## src/rtl/mips_pkg.sv

```systemverilog
// Shared definitions for the program loader: state encoding, default address step
// and the word-index to byte-address helper.
package mips_pkg;

    typedef enum logic [1:0] {
        StLoad  = 2'd0,
        StStart = 2'd1,
        StRun   = 2'd2,
        StError = 2'd3
    } loader_state_e;

    localparam int unsigned DefaultAddrStep = 4;

    function automatic logic [31:0] word_addr(input logic [8:0] count, input int unsigned step);
        return 32'(count) * step;
    endfunction

endpackage

```

## src/rtl/program_loader.sv

```systemverilog
// Streams a program into instruction memory, then releases the PC and counts run cycles.
// Optional feature: define LOADER_CHECKSUM_EN to accumulate an additive checksum of loaded words.
module program_loader
    import mips_pkg::*;
#(
    parameter int unsigned MAX_WORDS = 256,
    parameter int unsigned ADDR_STEP = DefaultAddrStep
) (
    input  logic        clk,
    input  logic        reset,
    input  logic        in_valid,
    input  logic [31:0] in_word,
    input  logic        in_last,
    output logic        in_ready,
    output logic [31:0] instr_addr,
    output logic [31:0] instr_in,
    output logic        instr_write,
    output logic        instr_read,
    output logic        initializing,
    output logic        pc_reset,
    output logic        pc_write,
    output logic [8:0]  word_count,
    output logic [15:0] cycle_no,
    output logic        done,
    output logic        error,
    output logic [31:0] checksum
);

    localparam logic [8:0] MaxCount = 9'(MAX_WORDS);

    loader_state_e state;
    logic          in_load;
    logic          full;
    logic          accept;

    assign in_load = (state == StLoad);
    assign full    = (word_count == MaxCount);
    // A word offered once the memory is full is refused and sends the loader to ERROR.
    assign accept  = in_load && in_valid && !full;

    always_ff @(posedge clk) begin
        if (reset) begin
            state      <= StLoad;
            word_count <= '0;
            cycle_no   <= '0;
        end else begin
            case (state)
                StLoad: begin
                    if (in_valid) begin
                        if (full) begin
                            state <= StError;
                        end else begin
                            word_count <= word_count + 9'd1;
                            if (in_last) state <= StStart;
                        end
                    end
                end
                StStart: state <= StRun;
                StRun:   cycle_no <= cycle_no + 16'd1;
                default: state <= StError;
            endcase
        end
    end

    // Control outputs decode the registered state only.
    always_comb begin
        in_ready     = 1'b0;
        initializing = 1'b0;
        pc_reset     = 1'b0;
        pc_write     = 1'b0;
        instr_read   = 1'b0;
        done         = 1'b0;
        error        = 1'b0;
        case (state)
            StLoad: begin
                in_ready     = 1'b1;
                initializing = 1'b1;
                pc_reset     = 1'b1;
            end
            StStart: begin
                instr_read = 1'b1;
                pc_reset   = 1'b1;
            end
            StRun: begin
                instr_read = 1'b1;
                pc_write   = 1'b1;
                done       = 1'b1;
            end
            default: begin
                error        = 1'b1;
                initializing = 1'b1;
                pc_reset     = 1'b1;
            end
        endcase
    end

    assign instr_write = accept;
    assign instr_addr  = in_load ? word_addr(word_count, ADDR_STEP) : 32'd0;
    assign instr_in    = in_load ? in_word : 32'd0;

`ifdef LOADER_CHECKSUM_EN
    always_ff @(posedge clk) begin
        if (reset) begin
            checksum <= '0;
        end else if (accept) begin
            checksum <= checksum + in_word;
        end
    end
`else
    assign checksum = 32'd0;
`endif

endmodule

```

## config.mk

```make
export PLATFORM = sky130hd
export DESIGN_NAME = program_loader
export DESIGN_NICKNAME = d
export VERILOG_FILES = /design/src/rtl/mips_pkg.sv /design/src/rtl/program_loader.sv
export SDC_FILE = /design/constraint.sdc
export NUM_CORES = 1
export LEC_CHECK = 0
export CAP_MARGIN = 20
export CORE_MARGIN = 4
export CORE_UTILIZATION = 36
export CTS_BUF_LIST = sky130_fd_sc_hd__clkbuf_4 sky130_fd_sc_hd__clkbuf_8
export CTS_CLUSTER_DIAMETER = 80
export DETAILED_ROUTE_END_ITERATION = 10
export PLACE_DENSITY = 0.88
export SYNTH_ARGS = -nofsm -noshare
export SYNTH_HDL_FRONTEND = slang
export SYNTH_SLANG_ARGS = --single-unit
```

## constraint.sdc

```tcl
create_clock -name clk -period 5.2 [get_ports clk]
set_input_delay 0.52 -clock clk [delete_from_list [all_inputs] [get_ports clk]]
set_output_delay 0.52 -clock clk [all_outputs]
set_load 0.005 [all_outputs]
```

==> results of run 1 <==
## logic make-up after synthesis
| kind of cell | count (synthesis) | synth area share |
|---|---|---|
| flip-flops | 27 | 0.266 |
| XOR/XNOR | 17 | 0.0733 |
| AND/OR/NAND/NOR | 109 | 0.296 |
| buffers and inverters | 75 | 0.245 |
| adder cells (fa/ha/maj) | 8 | 0.0493 |
| multiplexers | 3 | 0.0154 |
| AO/OA/AOI/OAI | 16 | 0.0530 |
| other | 1 | 0.00185 |
## critical path: stages (launching register included)
cell             delay [ps]
dfxtp_1                 340
inv_1                   120
ha_1                    380
nand2_1                 110
a41oi_2                 360
clkdlybuf4s50_1         590
## layout make-up
| type | count | area share |
|---|---|---|
| Multi-Input combinational cell | 208 | 0.394 |
| Timing Repair Buffer | 111 | 0.371 |
| Sequential cell | 27 | 0.178 |
| Tap cell | 72 | 0.0297 |
| Clock buffer | 4 | 0.0161 |
| Inverter | 9 | 0.0111 |
## power groups by stage
stage                     Sequential [mW]  Clock, mW  Combinational (mW)
after floorplan                     0.242          0               0.227
after global placement              0.245          0               0.456
after detailed placement            0.246          0               0.463
after CTS                           0.241      0.125               0.463
after global routing                0.243      0.132               0.525
final                               0.241      0.120               0.481
## layout by cell type (no fill, tap or decap), types with 2 or more instances in the layout
cell type / count
dfxtp_1: 27
nand2_1: 11
nor2_1: 22
ha_1: 8
xor2_1: 6
a21oi_1: 7
or3_1: 5
clkdlybuf4s50_1: 109
nor3_1: 5
nand4_1: 5
clkbuf_8: 3
nand2b_1: 2
xnor2_1: 11
and3_1: 3
mux2i_1: 2
nand3_1: 6
a31o_2: 2
and2_1: 41
conb_1: 55
o21ai_0: 4
nor4_1: 4
inv_1: 9
## synth_stat cells, drive strengths merged, types with 5 or more instances
cell / count
and2: 41
nand4: 6
nor2: 22
nor3: 5
dfxtp: 27
nand3: 6
nor4: 5
buf: 59
xnor2: 11
clkbuf: 7
a21oi: 7
nand2: 11
ha: 8
or3: 5
xor2: 6
inv: 9
## through the flow
stage	total power, mW	utilization
after floorplan	0.469	-
after global placement	0.700	0.541
after detailed placement	0.708	0.541
after CTS	0.830	0.550
after global routing	0.900	0.555
final	0.842	0.555
## registers in the layout, indices dropped and copies added (netlist names)
| name | count |
|---|---|
| state | 2 |
| cycle_no | 16 |
| word_count | 9 |
## worst max-delay path by stage
| stage | from | depth (start not counted) | end |
|---|---|---|---|
| floorplan | state[1] | 5 | instr_write |
| global placement | state[1] | 5 | instr_write |
| detailed placement | state[1] | 5 | instr_write |
| CTS | state[1] | 5 | instr_write |
| global route | state[1] | 5 | instr_write |
| finish | state[1] | 5 | instr_write |
## routing by layer
metal / GRT usage / routed length [microns] / vias up
li1: - / - / 926
met1: 0.158 / 2120 / 825
met2: 0.281 / 2880 / 79
met3: 0.0258 / 334 / 2
met4: 0.0178 / 11 / 0
met5: 0 / 0 / -
==> results.cfg, run 1 <==
[outcome]
status = finished, final reports clean

[sta]
setup_tns_ps = 0
worst_slack_ps = 2510
fin_crit_sh = 0.517
rsz0062_at_grt = no
finalHoldViolations = 0
setup_violations = 0
clock_skew_ps = 2.20
finalCriticalPeriod_ps = 2690
fmax_ghz = 0.372
slew_violations = 0
worst_hold_slack_ps = 510

[grt]
antenna_found_initial = 0
grt_pass1_vias = 1629
grt_max_degree = 48
overflow = 0
grt_usage = 0.141
grt_pass1_wl_microns = 8200

[setup_path]
crit_type = flop to output port
critical_path_arrival_ps = 2170
cp-end-kind = output port
worstReg2RegEnd = cycle_no[14]
critPathRequiredTime_ps = 4680
ff2ff_path_depth = 6
timing.rr.start = state[0]
r2r_setup_slack_ps = 2970
cp_max_fo = 9
start_kind = flop

[hold_path]
worstHoldStart = cycle_no[14]
hold_class = flop to flop
hold-path-endpoint = cycle_no[14]
hold_depth = 2

[clock_network]
cts_root_buffer = clkbuf_8
cts.reportedPaths.clkPinSlew_ps = 90
cts_buffer_depth = 2
cts_resized = 0
cts_sinks = 27
post_cts_buffers = 0
cts_tree = built
htreeDepth = 1
cts_buffers = 3
ctsHoldBuffers = 0
insertion_delay_ps = 260

[power_and_ir_drop]
power_density_mw_per_mm2 = 277
swShare = 0.311
combPwrFrac = 0.571
irDropWorstVdd_uv = 168
clkPwrFrac = 0.143
power_switching_mw = 0.262
intPower_mw = 0.579
p_leak_nw = 1.21
seqPwrFrac = 0.286

[final_layout]
fin_cells = 431
drive_gt1_frac = 0.0334
syn_to_final_growth_pct = 49.5
final_cell_area_sq_mm = 0.00304
n_antenna_cell = 0
fillers = 500
nets = 404
regArea_sq_um = 541
multi_input_area_sq_mm = 0.00120

[floorplanning]
ios = 165
die_width_microns = 83.1
row_count = 27
dieArea_sq_mm = 0.00691
core_area_sq_mm = 0.00547
die_y_microns = 83.1
start_util = 0.371

[route]
totalWireLength_microns = 5340
first_pass_iters = 4
via_count = 1832
drc = 0
route.detailed.wl_per_inst_microns = 12.4
dr.first_iter.drc_count = 42
vias_per_cell = 4.25
drt.antenna.violating_nets = 0

[placement]
post-dp-hpwl_microns = 4380
post_dp_cell_area_sq_mm = 0.00296
place_ws_ps = 2180
place.gp.congestion = 0.772
place_inst = 426
portBuffers = 109

[logic_synthesis]
synth_edf_count = 0
ys_seq_area_frac = 0.266
async_reset_ff_frac = 0
synth_seq_cells = 27
ys_top_cells_by_area = dfxtp_1 27%, buf_4 21%, and2_1 13%
avgSynthCellArea_sq_um = 7.93
yosys_warnings = 0
yosysTopAreaCellShare = 0.266
synth_ff_type = dfxtp_1
synth_cell_type_count = 33
synth_top_area_cell = dfxtp_1
synthCells = 256
syn_area_sq_mm = 0.00203

[flow_run]
max-cap-violations = 0
Power figures use the tool's default switching activity.
==> run 2, diff against run 1 <==
--- a/config.mk
+++ b/config.mk
@@ -7,11 +7,11 @@
 export LEC_CHECK = 0
 export CAP_MARGIN = 20
 export CORE_MARGIN = 4
-export CORE_UTILIZATION = 36
+export CORE_UTILIZATION = 34
 export CTS_BUF_LIST = sky130_fd_sc_hd__clkbuf_4 sky130_fd_sc_hd__clkbuf_8
 export CTS_CLUSTER_DIAMETER = 80
 export DETAILED_ROUTE_END_ITERATION = 10
-export PLACE_DENSITY = 0.88
+export PLACE_DENSITY = 0.83
 export SYNTH_ARGS = -nofsm -noshare
 export SYNTH_HDL_FRONTEND = slang
 export SYNTH_SLANG_ARGS = --single-unit
==> constraint.sdc (replaced) <==
create_clock -name clk -period 2.8 [get_ports clk]
set_input_delay 0.28 -clock clk [delete_from_list [all_inputs] [get_ports clk]]
set_output_delay 0.28 -clock clk [all_outputs]
set_load 0.005 [all_outputs]
==> results.cfg, run 2 (synthesis results as in run 1) <==
[placement]
post-dp-hpwl_microns = 4450
portBuffers = 109
place.gp.congestion = 0.780

[clock_network]
ctsHoldBuffers = 0
cts.reportedPaths.clkPinSlew_ps = 100
cts_resized = 0
cts_tree = built
cts_root_buffer = clkbuf_8
post_cts_buffers = 0
cts_buffer_depth = 2
htreeDepth = 1
insertion_delay_ps = 270
cts_sinks = 27
cts_buffers = 3

[grt]
antenna_found_initial = 0
overflow = 0
grt_usage = 0.133
grt_pass1_wl_microns = 8000
use_met2 = 0.244
grt_max_degree = 46
top_usage_layer = met2
grtUsageMet3 = 0.0272
grt_pass1_vias = 1569
use_met1 = 0.164

[route]
drc = 0
vias_per_cell = 4.17
route.detailed.wl_per_inst_microns = 12.3
dr.first_iter.drc_count = 51
first_pass_iters = 4
via_count = 1806
drt.antenna.violating_nets = 0
totalWireLength_microns = 5320

[final_layout]
largestRegisters = cycle_no: 16 flops, word_count: 9 flops, state: 2 flops
n_antenna_cell = 0
nets = 406
layout_commonest_cell = clkdlybuf4s50_1
syn_to_final_growth_pct = 49.3
top_register = cycle_no
drive_gt1_frac = 0.0388
largest_register_ffs = 16
fillers = 530
layout_common_cells = 109 x clkdlybuf4s50_1, 55 x conb_1, 41 x and2_1

[setup_path]
cp_max_fo = 45
crit_type = flop to output port
crit_chain = inv_1 -> ha_1 -> buf_4 -> and2_1 -> clkdlybuf4s50_1
start_kind = flop
critical_path_arrival_ps = 2030
slowest_delay_ps = 510
ff2ff_path_depth = 6
timing.rr.start = state[0]
worstReg2RegEnd = cycle_no[14]
r2r_setup_slack_ps = 970
critPathRequiredTime_ps = 2520
critPathSlowestCell = clkdlybuf4s50_1
cp-end-kind = output port

[hold_path]
hold_depth = 2
hold_class = flop to flop
worstHoldStart = cycle_no[14]
hold-path-endpoint = cycle_no[14]

[sta]
fmax_ghz = 0.432
slew_headroom = 0.618
setup_tns_ps = 0
worst_pin_slew_ps = 572
finalHoldViolations = 0
slew_violations = 0
rsz0062_at_grt = no
fin_crit_sh = 0.827
finalCriticalPeriod_ps = 2310
clock_skew_ps = 6.59
setup_violations = 0

[floorplanning]
dieArea_sq_mm = 0.00727
row_count = 27
ios = 165
start_util = 0.360
core_area_sq_mm = 0.00564
die_y_microns = 85.3
die_width_microns = 85.3

[power_and_ir_drop]
swShare = 0.329
clkPwrFrac = 0.147
combPwrFrac = 0.567
report.power.total_mw = 1.56
power_density_mw_per_mm2 = 513
intPower_mw = 1.04
power_switching_mw = 0.512
irDropWorstVdd_uv = 360
p_leak_nw = 1.21
seqPwrFrac = 0.286

[flow_run]
max-cap-violations = 0

[outcome]
status = finished, final reports clean
-- run 2: worst max path at each step --
stage / startpoint / end / depth (start not counted)
2_1_floorplan: state[0] / cycle_no[14] / 7
3_3_place_gp: in_valid / instr_write / 4
3_5_place_dp: in_valid / instr_write / 4
4_1_cts: state[1] / instr_in[8] / 5
5_1_grt: state[1] / instr_in[8] / 5
6_report: state[1] / instr_in[8] / 5
-- run 2: layout make-up --
type / instances / area (sq um) / area share
multi-input combinational: 208 / 1200 / 0.395
clock inverter: 1 / 8.76 / 0.00289
clock buffer: 3 / 41.3 / 0.0136
sequential: 27 / 541 / 0.178
timing repair buffer: 113 / 1120 / 0.370
inverter: 9 / 33.8 / 0.0111
tap: 72 / 90.1 / 0.0297
-- run 2: worst max-delay path: cells and delay by family, from the launching register on --
kind                       cells  cell delay [ps]
adders and majority gates      1              230
and+or+nand+nor                1              210
buffers and inverters          3              970
DFF                            1              340
-- run 2: layer usage --
layer	vias to the layer above	routed length [microns]
li1	928	-
met1	809	2190
met2	67	2780
met3	2	339
met4	0	12
met5	-	0
-- run 2: per-stage QoR --
| step | instances | util | area [sq um] | worst slack [ps] | hold WS (ps) |
|---|---|---|---|---|---|
| finish | 433 | 0.537 | 3030 | 485 | 526 |
| global route | 433 | 0.537 | 3030 | 394 | 581 |
| CTS | 433 | 0.537 | 3030 | 494 | 533 |
| detailed placement | 429 | 0.528 | 2980 | 689 | 513 |
| global placement | 429 | 0.528 | 2980 | 726 | 485 |
| floorplan | 310 | - | 2230 | 1080 | 487 |
-- run 2: power by group through the flow --
stage          Combinational (mW)  Sequential [mW]  Clock [mW]
6_report                    0.881            0.446       0.228
4_1_cts                     0.893            0.446       0.243
3_5_place_dp                0.890            0.455           0
3_3_place_gp                0.874            0.451           0
2_1_floorplan               0.422            0.449           0
5_1_grt                     0.958            0.452       0.255
==> run 3, diff against run 2 <==
==> constraint.sdc (replaced) <==
create_clock -name clk -period 2.3 [get_ports clk]
set_input_delay 0.23 -clock clk [delete_from_list [all_inputs] [get_ports clk]]
set_output_delay 0.23 -clock clk [all_outputs]
set_load 0.005 [all_outputs]
==> results.cfg, run 3 (synthesis results as in run 1) <==
[floorplanning]
die_width_microns = 85.3
die_y_microns = 85.3
ios = 165
row_count = 27
start_util = 0.360
dieArea_sq_mm = 0.00727
core_area_sq_mm = 0.00564

[outcome]
status = finished, final reports clean

[grt]
grt_pass1_vias = 1670
overflow = 0
antenna_found_initial = 0
grt_usage = 0.139
grt_max_degree = 32
grt_pass1_wl_microns = 8320

[final_layout]
layout_common_cells = 109 x clkdlybuf4s50_1, 55 x conb_1, 41 x and2_1
largest_register_ffs = 16
largestRegisters = cycle_no: 16 flops, word_count: 9 flops, state: 2 flops
n_antenna_cell = 0
nets = 407
drive_gt1_frac = 0.0414
layout_commonest_cell = clkdlybuf4s50_1
syn_to_final_growth_pct = 49.8
top_register = cycle_no

[setup_path]
critical_path_arrival_ps = 1900
crit_type = flop to output port
cp_max_fo = 31
cp-end-kind = output port
critPathRequiredTime_ps = 2070
start_kind = flop

[route]
route.detailed.wl_per_inst_microns = 12.6
first_pass_iters = 4
via_count = 1849
dr.first_iter.drc_count = 45
drt.antenna.violating_nets = 0
drc = 0
totalWireLength_microns = 5490
vias_per_cell = 4.26

[sta]
finalCriticalPeriod_ps = 2130
finalHoldViolations = 0
slew_headroom = 0.660
clock_skew_ps = 9.08
rsz0062_at_grt = no
slew_violations = 0
fmax_ghz = 0.469
worst_pin_slew_ps = 508
worst_hold_slack_ps = 526
setup_violations = 0
fin_crit_sh = 0.926
setup_tns_ps = 0

[clock_network]
cts_root_buffer = clkbuf_8
cts_tree = built
cts_resized = 0
cts.reportedPaths.clkPinSlew_ps = 100
htreeDepth = 1
cts_buffer_depth = 2
ctsHoldBuffers = 0
cts_sinks = 27
cts_buffers = 3
post_cts_buffers = 0
insertion_delay_ps = 270

[hold_path]
hold_class = flop to flop

[power_and_ir_drop]
power_switching_mw = 0.632
intPower_mw = 1.29
swShare = 0.328
irDropWorstVdd_uv = 488
clkPwrFrac = 0.146
power_density_mw_per_mm2 = 633
combPwrFrac = 0.572
p_leak_nw = 1.22
seqPwrFrac = 0.282

[placement]
place.gp.congestion = 0.792
portBuffers = 109
post-dp-hpwl_microns = 4520

[flow_run]
max-cap-violations = 0
## run 3: cell count changes in the layout (fill, tap and decap cells not counted)
cell   before  now
buf_6       0    1
## run 3: final timing paths
check	start	end	slack, ps	cells past startpoint
setup / recovery	state[0]	instr_in[13]	170	5
hold / removal	cycle_no[14]	cycle_no[14]	530	2
setup reg to reg	state[0]	cycle_no[14]	480	6
hold reg to reg	cycle_no[14]	cycle_no[14]	530	2
## run 3: power by group through the flow
stage / Combinational (mW) / Clock [mW] / Sequential, mW
final: 1.10 / 0.281 / 0.544
after global routing: 1.20 / 0.314 / 0.551
after CTS: 1.11 / 0.292 / 0.544
after detailed placement: 1.10 / 0 / 0.554
after global placement: 1.08 / 0 / 0.552
after floorplan: 0.513 / 0 / 0.547
## run 3: critical path, cell delays in order, from the launching register on
cell,delay (ps)
dfxtp_1,360
inv_1,110
ha_1,260
buf_6,220
and2_1,160
clkdlybuf4s50_1,520
## run 3: layout make-up
cell class              instances  area (sq um)
clock inverters                 1          8.76
fillers                       543          2600
well taps                      72          90.1
flip-flops and latches         27           541
repair buffers                114          1130
clock buffers                   3          41.3
multi-input cells             208          1200
inverters                       9          33.8
## run 3: metal layers
layer | wire length [microns] | global-route usage | up-vias
li1 | - | - | 930
met1 | 2190 | 0.165 | 849
met2 | 2880 | 0.257 | 66
met3 | 383 | 0.0311 | 4
met4 | 40 | 0.0259 | 0
met5 | 0 | 0 | -
## run 3: stage by stage
stage | total power, mW | util | std cells | instance area (sq um) | setup slack, ps
after floorplan | 1.06 | - | 310 | 2230 | 577
after global placement | 1.63 | 0.530 | 430 | 2990 | 476
after detailed placement | 1.66 | 0.530 | 430 | 2990 | 436
after CTS | 1.95 | 0.539 | 434 | 3040 | 105
after global routing | 2.06 | 0.539 | 434 | 3040 | 36.9
final | 1.93 | 0.539 | 434 | 3040 | 169
